**src/rtl/tt_logic_tester_pkg.sv**
```systemverilog
// Shared types and constants for the 3-input logic-function tester.
// The golden truth table is F = (A&B) | ~C, with bit i holding vector i = {C,B,A}.
package tt_logic_tester_pkg;

    typedef enum logic [2:0] {
        IDLE,
        DRIVE,
        SETTLE,
        SAMPLE,
        DONE
    } state_t;

    localparam logic [7:0] GOLDEN_MASK = 8'h8F;
    localparam int VEC_W = 3;
    localparam int CNT_W = 4;

    function automatic logic golden_f(input logic [VEC_W-1:0] vec);
        return (vec[0] & vec[1]) | ~vec[2];
    endfunction

endpackage

```
**src/rtl/tt_sync_ff.sv**
```systemverilog
// Generic multi-flop synchroniser for asynchronous pad inputs.
// The enable freezes the chain along with the rest of the design.
module tt_sync_ff #(
    parameter int STAGES = 2
) (
    input  logic clk,
    input  logic rst_n,
    input  logic ena,
    input  logic d,
    output logic q
);

    logic [STAGES-1:0] chain;

    always_ff @(posedge clk or negedge rst_n) begin
        if (!rst_n) begin
            chain <= '0;
        end else if (ena) begin
            chain <= (chain << 1) | STAGES'(d);
        end
    end

    assign q = chain[STAGES-1];

endmodule

```
**src/rtl/tt_um_taghreed_eialsalman_logic_tester.sv**
```systemverilog
// Initiator that walks all eight {C,B,A} vectors, samples the returned F
// and scores it against the golden truth table.
module tt_um_taghreed_eialsalman_logic_tester
    import tt_logic_tester_pkg::*;
#(
    parameter int SETTLE_CYCLES = 4,
    parameter int SYNC_STAGES   = 2
) (
    input  logic       clk,
    input  logic       rst_n,
    input  logic       ena,
    input  logic [7:0] ui_in,
    output logic [7:0] uo_out,
    input  logic [7:0] uio_in,
    output logic [7:0] uio_out,
    output logic [7:0] uio_oe
);

    state_t             state;
    logic [VEC_W-1:0]   vec;
    logic [VEC_W-1:0]   vec_out;
    logic [CNT_W-1:0]   settle_cnt;
    logic [3:0]         mismatch;
    logic               start_sync;
    logic               start_prev;
    logic               start_pulse;
    logic               resp_sync;
    logic               resp;
    logic               busy;
    logic               done;
    logic [7:0]         golden;
    logic               unused;

    assign unused = ^{uio_in, ui_in[7:4]};
    assign golden = GOLDEN_MASK;

    tt_sync_ff #(.STAGES(SYNC_STAGES)) u_sync_start (
        .clk   (clk),
        .rst_n (rst_n),
        .ena   (ena),
        .d     (ui_in[0]),
        .q     (start_sync)
    );

    tt_sync_ff #(.STAGES(SYNC_STAGES)) u_sync_resp (
        .clk   (clk),
        .rst_n (rst_n),
        .ena   (ena),
        .d     (ui_in[1]),
        .q     (resp_sync)
    );

    assign start_pulse = start_sync & ~start_prev;

    // Internal loopback model; fault_inject corrupts it for self-test.
    assign resp = ui_in[2] ? (golden_f(vec) ^ ui_in[3]) : resp_sync;

    always_ff @(posedge clk or negedge rst_n) begin
        if (!rst_n) begin
            state      <= IDLE;
            vec        <= '0;
            vec_out    <= '0;
            settle_cnt <= '0;
            mismatch   <= '0;
            start_prev <= 1'b0;
        end else if (ena) begin
            start_prev <= start_sync;
            unique case (state)
                IDLE, DONE: begin
                    if (start_pulse) begin
                        vec      <= '0;
                        mismatch <= '0;
                        state    <= DRIVE;
                    end
                end
                DRIVE: begin
                    vec_out    <= vec;
                    settle_cnt <= CNT_W'(SETTLE_CYCLES - 1);
                    state      <= SETTLE;
                end
                SETTLE: begin
                    if (settle_cnt == '0) begin
                        state <= SAMPLE;
                    end else begin
                        settle_cnt <= settle_cnt - 1'b1;
                    end
                end
                SAMPLE: begin
                    if (resp != golden[vec] && mismatch != 4'd8) begin
                        mismatch <= mismatch + 4'd1;
                    end
                    if (vec == VEC_W'(7)) begin
                        state <= DONE;
                    end else begin
                        vec   <= vec + 1'b1;
                        state <= DRIVE;
                    end
                end
                default: state <= IDLE;
            endcase
        end
    end

    assign busy = (state == DRIVE) || (state == SETTLE) || (state == SAMPLE);
    assign done = (state == DONE);

    assign uo_out = {
        mismatch,
        done & (mismatch != 4'd0),
        done & (mismatch == 4'd0),
        done,
        busy
    };

    assign uio_out = {5'b0, vec_out};
    assign uio_oe  = 8'b0000_0111;

endmodule

```
**config.mk**
```make
export PLATFORM = sky130hd
export DESIGN_NAME = tt_um_taghreed_eialsalman_logic_tester
export DESIGN_NICKNAME = d
export VERILOG_FILES = /design/src/rtl/tt_logic_tester_pkg.sv /design/src/rtl/tt_sync_ff.sv /design/src/rtl/tt_um_taghreed_eialsalman_logic_tester.sv
export SDC_FILE = /design/constraint.sdc
export NUM_CORES = 1
export LEC_CHECK = 0
export CAP_MARGIN = 20
export CORE_UTILIZATION = 35
export DETAILED_ROUTE_END_ITERATION = 10
export GPL_TIMING_DRIVEN = 0
export HOLD_SLACK_MARGIN = 0.06
export SETUP_SLACK_MARGIN = 0.4
export SLEW_MARGIN = 20
export SYNTH_ARGS = -nofsm -noshare
export SYNTH_HDL_FRONTEND = slang
export SYNTH_HIERARCHICAL = 1
export SYNTH_SLANG_ARGS = --single-unit
```
**constraint.sdc**
```tcl
create_clock -name clk -period 3.7 [get_ports clk]
set_clock_uncertainty 0.2 [all_clocks]
set_input_delay 0.74 -clock clk [delete_from_list [all_inputs] [get_ports clk]]
set_output_delay 0.74 -clock clk [all_outputs]
set_load 0.01 [all_outputs]
```
==> results of run 1 <==
[routing by layer]
metal	vias to the layer above	track usage
met1	454	0.163
li1	491	-
met4	0	0.0426
met5	-	0
met2	29	0.221
met3	2	0.0161
[logic make-up (layout without fill, tap and decap cells)]
kind of cell / Yosys count / count (layout) / synth area share
AOI/OAI and AO/OA: 21 / 21 / 0.101
xor gates and xnor gates: 2 / 2 / 0.0131
DFF: 22 / 22 / 0.410
and+or+nand+nor: 37 / 37 / 0.156
adders and majority gates: 8 / 8 / 0.0746
other: 2 / 13 / 0.00560
buffers and inverters: 28 / 48 / 0.126
muxes: 14 / 14 / 0.114
[worst max-delay path by stage]
stage	from	to	slack (ns)	cells past startpoint
after floorplan	ena	vec_out[0]$_DFFE_PN0P_	1.66	5
after global placement	ena	vec_out[1]$_DFFE_PN0P_	0.84	6
after detailed placement	ena	vec_out[0]$_DFFE_PN0P_	0.81	6
after CTS	mismatch[0]$_DFFE_PN0P_	uo_out[2]	0.81	5
after global routing	state[0]$_DFFE_PN0P_	uo_out[3]	0.70	5
final	mismatch[0]$_DFFE_PN0P_	uo_out[2]	0.82	5
[power groups by stage]
stage	clock [mW]	sequential, mW	combinational (mW)
6_report	0.144	0.361	0.415
5_1_grt	0.161	0.372	0.466
4_1_cts	0.151	0.361	0.418
3_5_place_dp	0	0.366	0.416
3_3_place_gp	0	0.363	0.400
2_1_floorplan	0	0.365	0.283
[cell usage in the layout (no fill, tap or decap), types with 2 or more instances in the layout]
cell / n
a22o_1: 2
nand3_1: 4
buf_4: 16
clkdlybuf4s50_1: 16
ha_1: 8
o21ai_0: 7
inv_1: 9
mux2_2: 10
mux2i_1: 4
nor3b_1: 2
dfrtp_1: 22
conb_1: 13
buf_2: 4
clkbuf_8: 3
a21oi_1: 5
nor2b_1: 4
or3_1: 2
nor2_1: 6
nand2_1: 9
[synth_stat cells]
cell / number / area [µm²]
a32o_1: 1 / 10.0
o31a_1: 1 / 8.76
and2b_4: 1 / 10.0
and2_2: 1 / 7.51
o31ai_1: 1 / 7.51
o22a_1: 1 / 8.76
conb_1: 2 / 7.51
ha_1: 8 / 100
nor2_1: 6 / 22.5
and2b_2: 1 / 8.76
nand4_1: 1 / 6.26
and3_2: 1 / 7.51
a21o_1: 1 / 7.51
a21oi_1: 5 / 25.0
and3_1: 1 / 6.26
nand2b_4: 1 / 13.8
dfrtp_1: 22 / 551
and2_1: 1 / 6.26
nor3b_1: 2 / 15.0
or3_1: 2 / 12.5
or4_1: 1 / 7.51
xor2_1: 1 / 8.76
mux2_2: 10 / 113
mux2i_1: 4 / 40.0
inv_1: 9 / 33.8
xnor2_1: 1 / 8.76
a32oi_1: 1 / 8.76
nor4_1: 1 / 6.26
a31oi_1: 1 / 6.26
nand3_1: 4 / 20.0
nor2b_1: 4 / 25.0
a22o_1: 2 / 17.5
nand2_1: 9 / 33.8
buf_4: 16 / 120
buf_2: 3 / 15.0
o21ai_0: 7 / 35.0
[sequential cells by signal (all words and copies together) (netlist names)]
register and count:
u_sync_resp/chain 2, vec 3, settle_cnt 4, vec_out 3, start_prev 1, mismatch 4, state 3, u_sync_start/chain 2
[layout make-up]
cell class / count / area share
Sequential cell: 22 / 0.334
Timing Repair Buffer: 17 / 0.100
Clock buffer: 3 / 0.0250
Tap cell: 48 / 0.0364
Inverter: 9 / 0.0205
Buffer: 19 / 0.0819
Multi-Input combinational cell: 95 / 0.402
[per-stage QoR]
step                      utilization  cell area (µm²)  power, mW  hold slack, ns  setup WS [ns]
after global placement          0.441             1610      0.763           0.285          0.837
final                           0.450             1650      0.920           0.243          0.822
after global routing            0.450             1650       1.00           0.282          0.697
after detailed placement        0.441             1610      0.782           0.295          0.812
after CTS                       0.452             1650      0.930           0.312          0.813
after floorplan                     -             1380      0.648           0.244           1.66
[worst max-delay path: stages, from the launching register on]
cell and delay [ns]:
dfrtp_1 0.44, inv_1 0.08, ha_1 0.16, nor3b_1 0.25, and3_2 0.22, clkdlybuf4s50_1 0.53
==> reports/metrics.cfg, run 1 <==
[grt]
grt_pass1_wl_um=4090
overflow=0
grt_pass1_vias=933
antenna_found_initial=0
grtUsageTotal=0.128
grt_max_degree=23

[layout]
seq_area_um2=551
antenna_cells=0
multi_input_area_um2=663
drive_gt1_frac=0.230
stdcell_count=213
area_growth_pct=22.9
final_nets=194
fillers=359

[setup_path]
crit_type=reg2out
arrival_ns=1.94
r2r_slack_ns=1.53
worstSetupStartpointType=flip-flop
reg2reg_to=mismatch[1]$_DFFE_PN0P_
rr_startpoint=vec[0]$_DFFE_PN0P_
cp_data_required_time_ns=2.76
cp_max_fo=6
end_kind=output port
r2r_cells=9

[sta]
fin_crit_ns=2.88
tns_ns=0
min_period_over_period=0.778
rsz0062_at_grt=no
setup_viol=0
max_freq_ghz=0.348
maxSlewViolCount=0
finalHoldViolCount=0

[logic_synthesis]
syn_inst=134
yosysSeqAreaShare=0.410
synth.distinct_cells=36
ys_seq_elements=22
synth_area_um2=1340
avgSynthCellArea_um2=10.0
ys_warn_count=6

[floorplanning]
ios=43
die-area_um2=4080
fp-row-count=22
initial_core_util=0.366
core_um2=3660
die_x_um=63.9
dieHeight_um=63.9

[cts]
cts.clk_slew.worst_paths_ns=0.07
postCtsSetupBuffers=0
cts_tree=done
htree_levels=1
cts-resized-gates=0
cts-buffers-inserted=3
clockBufferDepth=2
insertion_delay_ns=0.25
holdBufCountCts=0
root_buffer=clkbuf_8
cts.sinks=22

[detailed_routing]
wire_per_inst_um=11.1
ant_nets=0
dr_wl_met3_um=102
wl_met1_um=1100
drt-initial-drc-count=26
route.met2.wl_um=1150
first_pass_iters=4
via_per_inst=4.58
highest_layer=met4
wl_um=2370
vias=976
drc=0

[worst_hold_path]
hp-class=in2async

[power_and_ir_drop]
p_switching_uw=331
p_clk_frac=0.156
static-leakage-power_nw=0.794
intPower_uw=589
pwr-share-seq=0.392
vdd_ir_drop_max_v=0.000316
switching_share=0.359
p_per_area_nw_per_um2=558
power.combinational.fraction=0.451

[placement]
gp_congestion=0.810
hpwl_um=1810
dp.cells=210
numPortBuffers=17

[flow_run]
maxCapViolCount=0

[outcome]
status=complete, no violations

Note: power is estimated with default switching activity, not from simulation.
==> inputs of run 2 (changes only) <==
==> constraint.sdc (replaced) <==
create_clock -name clk -period 2.75 [get_ports clk]
set_clock_uncertainty 0.2 [all_clocks]
set_input_delay 0.55 -clock clk [delete_from_list [all_inputs] [get_ports clk]]
set_output_delay 0.55 -clock clk [all_outputs]
set_load 0.01 [all_outputs]
==> run 2 against run 1 <==
  * Count of clock-buffer cells in the layout is the same
  * Sequential power is 31% higher
  * Worst hold slack lost 0.19 ns
  * Final cell count grew 1.9%
  * Final area rose by 2.8%
  * First-iteration DRC count is 12% higher
  * Global-route usage rose by 0.23 points
  * Worst setup slack worse by 0.32 ns
  * Critical path depth did not move
  * Via count up 0.92%
  * Combinational power is 49% higher
  * Clock power rose by 35%
==> reports/metrics.cfg, run 2 (same netlist as run 1, synthesis figures left out) <==
[cts]
clockBufferDepth=2  ; unchanged
cts-buffers-inserted=3  ; unchanged
root_buffer=clkbuf_8
cts.clk_slew.worst_paths_ns=0.07  ; about the same
cts.sinks=22  ; unchanged
htree_levels=1  ; unchanged
insertion_delay_ns=0.25  ; about the same
cts_tree=done
holdBufCountCts=0  ; unchanged

[layout]
drive_gt1_frac=0.266  ; +0.0360
seq_area_um2=551  ; unchanged
fillers=354  ; -1.4%
final_nets=198  ; +2.1%
antenna_cells=0  ; unchanged
top_regs=mismatch: 4 flops, settle_cnt: 4 flops
final_util=0.463  ; +0.0126
area_growth_pct=26.4
multi_input_area_um2=678  ; +2.3%
final_cell_mix=dfrtp_1, buf_4, conb_1
layout_commonest_cell=dfrtp_1

[setup_path]
slowest_stage=dfrtp_1
crit_type=reg2out
worstSetupStartpointType=flip-flop
cp_data_required_time_ns=2.00  ; -0.76 ns
end_kind=output port
crit_chain=inv_1 -> ha_1 -> nor3b_2 -> and3_2 -> dlygate4sd2_1
cp_top_family=simple AND/OR/NAND/NOR gates
arrival_ns=1.50  ; -0.44 ns
crit_buf_inv=2  ; unchanged
cp_max_fo=2  ; -4
critPathMaxStageDelay_ns=0.35  ; -0.18 ns

[grt]
grtUsageTotal=0.130  ; +0.00228
antenna_found_initial=0  ; unchanged
overflow=0  ; unchanged
grt_pass1_vias=946  ; +1.4%
grt_max_degree=23  ; unchanged
grt_pass1_wl_um=4170  ; +1.9%

[floorplanning]
initial_core_util=0.366  ; unchanged
die_x_um=63.9  ; unchanged
dieHeight_um=63.9  ; unchanged
core_um2=3660  ; unchanged
die-area_um2=4080  ; unchanged
ios=43  ; unchanged
fp-row-count=22  ; unchanged

[detailed_routing]
drt-initial-drc-count=29  ; +12%
via_per_inst=4.54  ; -0.94%
drc=0  ; unchanged
wire_per_inst_um=11.1  ; -0.39%
wl_um=2400  ; +1.5%
vias=985  ; +0.92%
first_pass_iters=4  ; unchanged
ant_nets=0  ; unchanged

[placement]
numPortBuffers=17  ; unchanged
gp_congestion=0.810  ; unchanged
hpwl_um=1810  ; unchanged

[sta]
fin_crit_ns=2.25
maxSlewViolCount=0  ; unchanged
rsz0062_at_grt=no
setup_viol=0  ; unchanged
min_period_over_period=0.818
max_freq_ghz=0.444
hold_ws_ns=0.0530  ; -0.190 ns
tns_ns=0  ; unchanged
finalHoldViolCount=0  ; unchanged

[flow_run]
maxCapViolCount=0  ; unchanged

[power_and_ir_drop]
static-leakage-power_nw=0.839  ; +5.7%
vdd_ir_drop_max_v=0.000422  ; +33%
power.total_mw=1.29  ; +40%
p_per_area_nw_per_um2=759  ; +36%

[outcome]
status=complete, no violations

[worst_hold_path]
hp-class=in2async

run 2: what timing repair did:
item | CTS | global route
setup endpoints to repair | 7 | 7
buffers inserted | 2 | 2
gates resized for setup | 9 | 2
pin swaps | 1 | 2
run 2: layer usage:
| layer | vias up | wire, µm | global-route usage |
|---|---|---|---|
| li1 | 501 | - | - |
| met1 | 461 | 1150 | 0.163 |
| met2 | 21 | 1150 | 0.229 |
| met3 | 2 | 82 | 0.0161 |
| met4 | 0 | 19 | 0.0426 |
| met5 | - | 0 | 0 |
run 2: final cells by class:
cell class | count | share of cell area
multi-input cells | 95 | 0.400
well taps | 48 | 0.0354
clock buffers | 3 | 0.0244
inverters | 9 | 0.0199
flip-flops and latches | 22 | 0.325
repair buffers | 21 | 0.114
plain buffers | 19 | 0.0812
run 2: per-stage QoR:
stage / setup slack (ns) / std cells / cell area (µm²)
floorplan: 0.783 / 145 / 1380
global placement: 0.0767 / 210 / 1610
detailed placement: 0.0518 / 210 / 1610
CTS: 0.406 / 215 / 1680
global route: 0.402 / 217 / 1700
finish: 0.500 / 217 / 1700
run 2: final timing paths:
| path | from | endpoint | slack [ns] | cells past startpoint |
|---|---|---|---|---|
| worst min-delay path | rst_n | vec_out[0]$_DFFE_PN0P_ | 0.05 | 1 |
| max in group asynchronous | rst_n | state[0]$_DFFE_PN0P_ | 1.96 | 1 |
| worst max register to register | vec[0]$_DFFE_PN0P_ | mismatch[1]$_DFFE_PN0P_ | 0.60 | 9 |
| min in group clk | u_sync_resp/chain[0]$_DFFE_PN0P_ | u_sync_resp/chain[0]$_DFFE_PN0P_ | 0.31 | 1 |
| worst min register to register | u_sync_resp/chain[0]$_DFFE_PN0P_ | u_sync_resp/chain[0]$_DFFE_PN0P_ | 0.31 | 1 |
| worst max-delay path | mismatch[0]$_DFFE_PN0P_ | uo_out[2] | 0.50 | 5 |
run 2: worst reg2reg max path: stages (launching register included):
cell and delay (ns):
dfrtp_1 0.39, ha_1 0.22, inv_1 0.09, ha_1 0.17, xnor2_1 0.07, mux2i_1 0.16
xor2_1 0.26, and3_1 0.19, buf_2 0.14, mux2i_1 0.19
run 2: power breakdown:
group          total (mW)  switching, mW  internal [mW]
Combinational       0.620          0.311          0.309
Sequential          0.473         0.0547          0.418
Clock               0.194         0.0964         0.0975
Total                1.29          0.462          0.825
==> inputs of run 3 (changes only) <==
==> constraint.sdc (replaced) <==
create_clock -name clk -period 2.1 [get_ports clk]
set_clock_uncertainty 0.2 [all_clocks]
set_input_delay 0.42 -clock clk [delete_from_list [all_inputs] [get_ports clk]]
set_output_delay 0.42 -clock clk [all_outputs]
set_load 0.01 [all_outputs]
==> run 3 against run 2 <==
  * Combinational power increased by 110%
  * Utilization is 9.5 points higher
  * Final area increased by 21%
==> reports/metrics.cfg, run 3 (same netlist as run 1, synthesis figures left out) <==
[cts]
insertion_delay_ns=0.26  ; about the same
cts.sinks=22  ; unchanged
root_buffer=clkbuf_8
htree_levels=1  ; unchanged
cts.clk_slew.worst_paths_ns=0.08  ; about the same
clockBufferDepth=2  ; unchanged
cts-buffers-inserted=3  ; unchanged
cts_tree=done

[power_and_ir_drop]
vdd_ir_drop_max_v=0.000572  ; +36%
static-leakage-power_nw=0.982  ; +17%
power.total_mw=2.25  ; +75%
p_per_area_nw_per_um2=1100  ; +45%

[sta]
finalHoldViolCount=0  ; unchanged
slew-limit-headroom=0.661
final.setup.worst_slack_ns=0.00184  ; -0.498 ns
max_freq_ghz=0.477
rsz0062_at_grt=yes
maxSlewViolCount=0  ; unchanged
tns_ns=0  ; unchanged
hold_ws_ns=0.309  ; +0.256 ns
fin_crit_ns=2.10
min_period_over_period=0.999
setup_viol=0  ; unchanged
tightestPinTransition_ns=0.509

[detailed_routing]
vias=1121  ; +14%
drc=0  ; unchanged
dr_wl_met3_um=103  ; +26%
first_pass_iters=4  ; unchanged
highest_layer=met4
wl_met1_um=1270  ; +10%
ant_nets=0  ; unchanged
drt-initial-drc-count=21  ; -28%
via_per_inst=4.67  ; +2.9%
wire_per_inst_um=12.5  ; +13%
wl_um=3000  ; +25%
route.met2.wl_um=1540  ; +34%

[placement]
dp.cells=210  ; unchanged
numPortBuffers=17  ; unchanged
postPlaceCellArea_um2=1630  ; +1.3%
dp_slack_ns=-0.324  ; -0.376 ns
gp_congestion=0.814  ; +0.51%
hpwl_um=1800  ; -0.50%

[grt]
overflow=0  ; unchanged
grt_pass1_wl_um=4600  ; +10%
grtUsageTotal=0.144  ; +0.0140
grt_max_degree=23  ; unchanged
antenna_found_initial=0  ; unchanged
grt_pass1_vias=1050  ; +11%

[layout]
area_growth_pct=52.4
final_cell_mix=buf_4, dfrtp_1, conb_1
antenna_cells=0  ; unchanged
final_util=0.558  ; +0.0954
layout_commonest_cell=buf_4
top_regs=mismatch: 4 flops, settle_cnt: 4 flops
final_nets=220  ; +11%
design_area_um2=2040  ; +21%
fillers=333  ; -5.9%
stdcell_count=240  ; +11%
drive_gt1_frac=0.500  ; +0.234

[setup_path]
r2r_cells=9  ; unchanged
crit_type=reg2reg
end_kind=flip-flop
cp_max_fo=4  ; +2
arrival_ns=2.08  ; +0.58 ns
worstSetupStartpointType=flip-flop
cp_data_required_time_ns=2.08  ; +0.08 ns

[flow_run]
maxCapViolCount=0  ; unchanged

[worst_hold_path]
hold_depth=1
hp-class=reg2reg

[floorplanning]
core_um2=3660  ; unchanged
die-area_um2=4080  ; unchanged
die_x_um=63.9  ; unchanged
dieHeight_um=63.9  ; unchanged
ios=43  ; unchanged
fp-row-count=22  ; unchanged
initial_core_util=0.366  ; unchanged

[outcome]
status=complete, no violations

## run 3: changes by cell type in the layout (fill, tap and decap cells not counted), moves of 3 or more
cell / previous run / this run
a21oi_1: 5 / 2
buf_4: 21 / 37
buf_6: 0 / 8
clkdlybuf4s50_1: 11 / 6
ha_1: 8 / 4
inv_1: 9 / 6
inv_2: 0 / 3
## run 3: routing by layer
layer / track usage / vias to the layer above
met1: 0.175 / 535
met3: 0.0232 / 9
met2: 0.253 / 32
li1: - / 545
met5: 0 / -
met4: 0.0540 / 0
## run 3: final timing paths
kind / slack (ns) / to / start
min in group asynchronous: 0.45 / vec_out[1]$_DFFE_PN0P_ / rst_n
worst min register to register: 0.31 / vec_out[0]$_DFFE_PN0P_ / vec_out[0]$_DFFE_PN0P_
max in group asynchronous: 0.88 / state[2]$_DFFE_PN0P_ / rst_n
worst min-delay path: 0.31 / vec_out[0]$_DFFE_PN0P_ / vec_out[0]$_DFFE_PN0P_
worst max-delay path: 0.002 / mismatch[0]$_DFFE_PN0P_ / vec[1]$_DFFE_PN0P_
worst max register to register: 0.002 / mismatch[0]$_DFFE_PN0P_ / vec[1]$_DFFE_PN0P_
## run 3: what timing repair did
item	in CTS	in global routing
setup buffers	11	13
pin swaps	12	11
setup endpoints to repair	25	23
hold buffers	0	1
cloned	0	1
resized for setup	46	25
endpoints found under the hold margin	0	22
## run 3: report_power, final
part,internal [mW],switching (mW),leakage [nW]
clock network,0.167,0.137,0.0288
logic,0.732,0.578,0.675
registers,0.548,0.0907,0.278
total,1.45,0.805,0.982
## run 3: area by class of cell
type | instances | area (µm²) | share of cell area
Multi-Input combinational cell | 95 | 803 | 0.393
Sequential cell | 22 | 552 | 0.270
Inverter | 9 | 33.8 | 0.0165
Clock buffer | 4 | 55.1 | 0.0269
Buffer | 19 | 161 | 0.0789
Tap cell | 48 | 60.1 | 0.0294
Timing Repair Buffer | 43 | 379 | 0.185
## run 3: critical path, stage by stage (launching register included)
cell,delay (ns)
dfrtp_1,0.36
ha_2,0.19
inv_2,0.05
ha_4,0.15
xnor2_1,0.11
mux2i_1,0.17
xor2_1,0.26
and3_1,0.22
buf_6,0.12
mux2i_1,0.18
==> RTL edit (config.mk and constraints of run 2) <==
Put a register stage on the outputs `uo_out` and `uio_out`. The values now appear one clock later. The other outputs are not delayed to match.
--- a/src/rtl/tt_um_taghreed_eialsalman_logic_tester.sv
+++ b/src/rtl/tt_um_taghreed_eialsalman_logic_tester.sv
@@ -105,13 +105,9 @@
     assign done = (state == DONE);
 
-    assign uo_out = {
-        mismatch,
-        done & (mismatch != 4'd0),
-        done & (mismatch == 4'd0),
-        done,
-        busy
-    };
 
-    assign uio_out = {5'b0, vec_out};
+    always_ff @(posedge clk) begin
+        uo_out  <= { mismatch, done & (mismatch != 4'd0), done & (mismatch == 4'd0), done, busy };
+        uio_out <= {5'b0, vec_out};
+    end
     assign uio_oe  = 8'b0000_0111;
 
Behaviour: not the same (a bounded check fails within 4 cycles, from zero or initial values and one cycle with rst_n low).
==> RTL edit against run 2 <==
Routed wire length is 15% higher. Clock power is 78% higher. Cell count is 5.5% higher. Die area is 17% higher. Setup slack better by 86 ps. Synthesized area is 18% higher. Power is 34% higher. Global-route usage is 0.053 points lower. Sequential cell count is 11 higher. Cell area is 15% higher. Critical path type is now register to register. Largest cell class is now flip-flops and latches.
==> RTL edit: results <==
{
  "nets": 203,
  "p_leak_nw": 0.8954,
  "synth_area_leaders": "dfrtp_1, dfxtp_1, buf_4, mux2_2, ha_1",
  "cp_slowest_stage_delay_ps": 380,
  "grt.total_usage": 0.1293,
  "cp.arrival_ps": 2170,
  "synth_compound_area_frac": 0.09019,
  "io_buffers": 17,
  "grtUsageMet2": 0.2104,
  "async_flop_share": 0.6667,
  "synth-xor-area-share": 0.01661,
  "holdWs_ps": 24.58,
  "crit_fanout": 4,
  "grt_pass1_vias": 1049,
  "place_hpwl_um": 1974,
  "reg_top3": "uo_out: 8 flops, mismatch: 4 flops, settle_cnt: 4 flops",
  "postCtsSetupBuffers": 0,
  "peakVddDrop_v": 0.0002194,
  "postPlaceCellArea_um2": 1858,
  "use_met1": 0.1446,
  "r2r_slack_ps": 590,
  "cts_max_level": 2,
  "clock_latency_ps": 280,
  "detailedPlace.worstSlack_ps": -43.20,
  "worstReg2RegStart": "vec[1]",
  "synthTopCellsByCount": "dfrtp_1, buf_4, dfxtp_1",
  "rr_worst_depth": 8,
  "drt_wl_total_um": 2756,
  "grt.met3_usage": 0.04651,
  "synthAdderAreaFrac": 0.06329,
  "ys_types": 40,
  "cts_buffer_depth": 2,
  "globalplace.congestion": 0.7711,
  "seq_area_frac_synth": 0.4873,
  "status": "finished, final reports clean",
  "num-fill-cells": 422,
  "drive_above_1_share": 0.2090,
  "cts_buffers": 5,
  "powerDensity_nw_per_um2": 884.7,
  "vias": 1084,
  "synthMuxAreaShare": 0.09889,
  "grt_pass1_wl_um": 4767
}
[RTL edit: cell type report]
type,instances,area share
well taps,52,0.03344
multi-input cells,93,0.3563
repair buffers,17,0.08617
flip-flops and latches,33,0.3961
plain buffers,17,0.06945
inverters,9,0.01736
clock buffers,8,0.04116
[RTL edit: worst max-delay path by stage]
| stage | start | to | slack, ps | cells after the start |
|---|---|---|---|---|
| floorplan | vec[0] | mismatch[2] | 730 | 8 |
| global placement | ena | vec_out[0] | -40 | 6 |
| detailed placement | ena | vec_out[0] | -40 | 6 |
| CTS | ena | vec_out[0] | 450 | 6 |
| global route | vec[0] | mismatch[1] | 450 | 8 |
| finish | vec[1] | mismatch[1] | 590 | 8 |
[RTL edit: routing by layer]
metal  up-vias  routed length (um)
met5         -                   0
met2        33                1348
met1       515                1191
met3         7                 144
met4         0                  72
li1        529                   -
[RTL edit: power by group]
group,leakage [nW],switching [mW],internal (mW)
Sequential,0.367,0.0945,0.628
Combinational,0.489,0.326,0.328
Clock,0.0395,0.166,0.180
Total,0.895,0.586,1.14
[RTL edit: critical path: cells and delay by family (launching register included)]
family          cells  cell delay [ps]
flops               1              380
fa+ha+maj           2              370
xor+xnor            1              150
compound gates      1              240
mux                 3              680
buf+inv             1               60
[RTL edit: metrics by stage]
step	total power [mW]	setup TNS [ps]	cells
CTS	1.742	0	229
global route	1.851	0	229
detailed placement	1.381	-119.6	221
floorplan	1.164	0	152
global placement	1.351	-97.33	221
finish	1.721	0	229
[RTL edit: repair_timing]
action	4_1_cts	5_1_grt
hold buffers	0	0
cloned	0	0
hold endpoints to repair	0	0
resized for setup	2	2
setup endpoints to repair	3	6
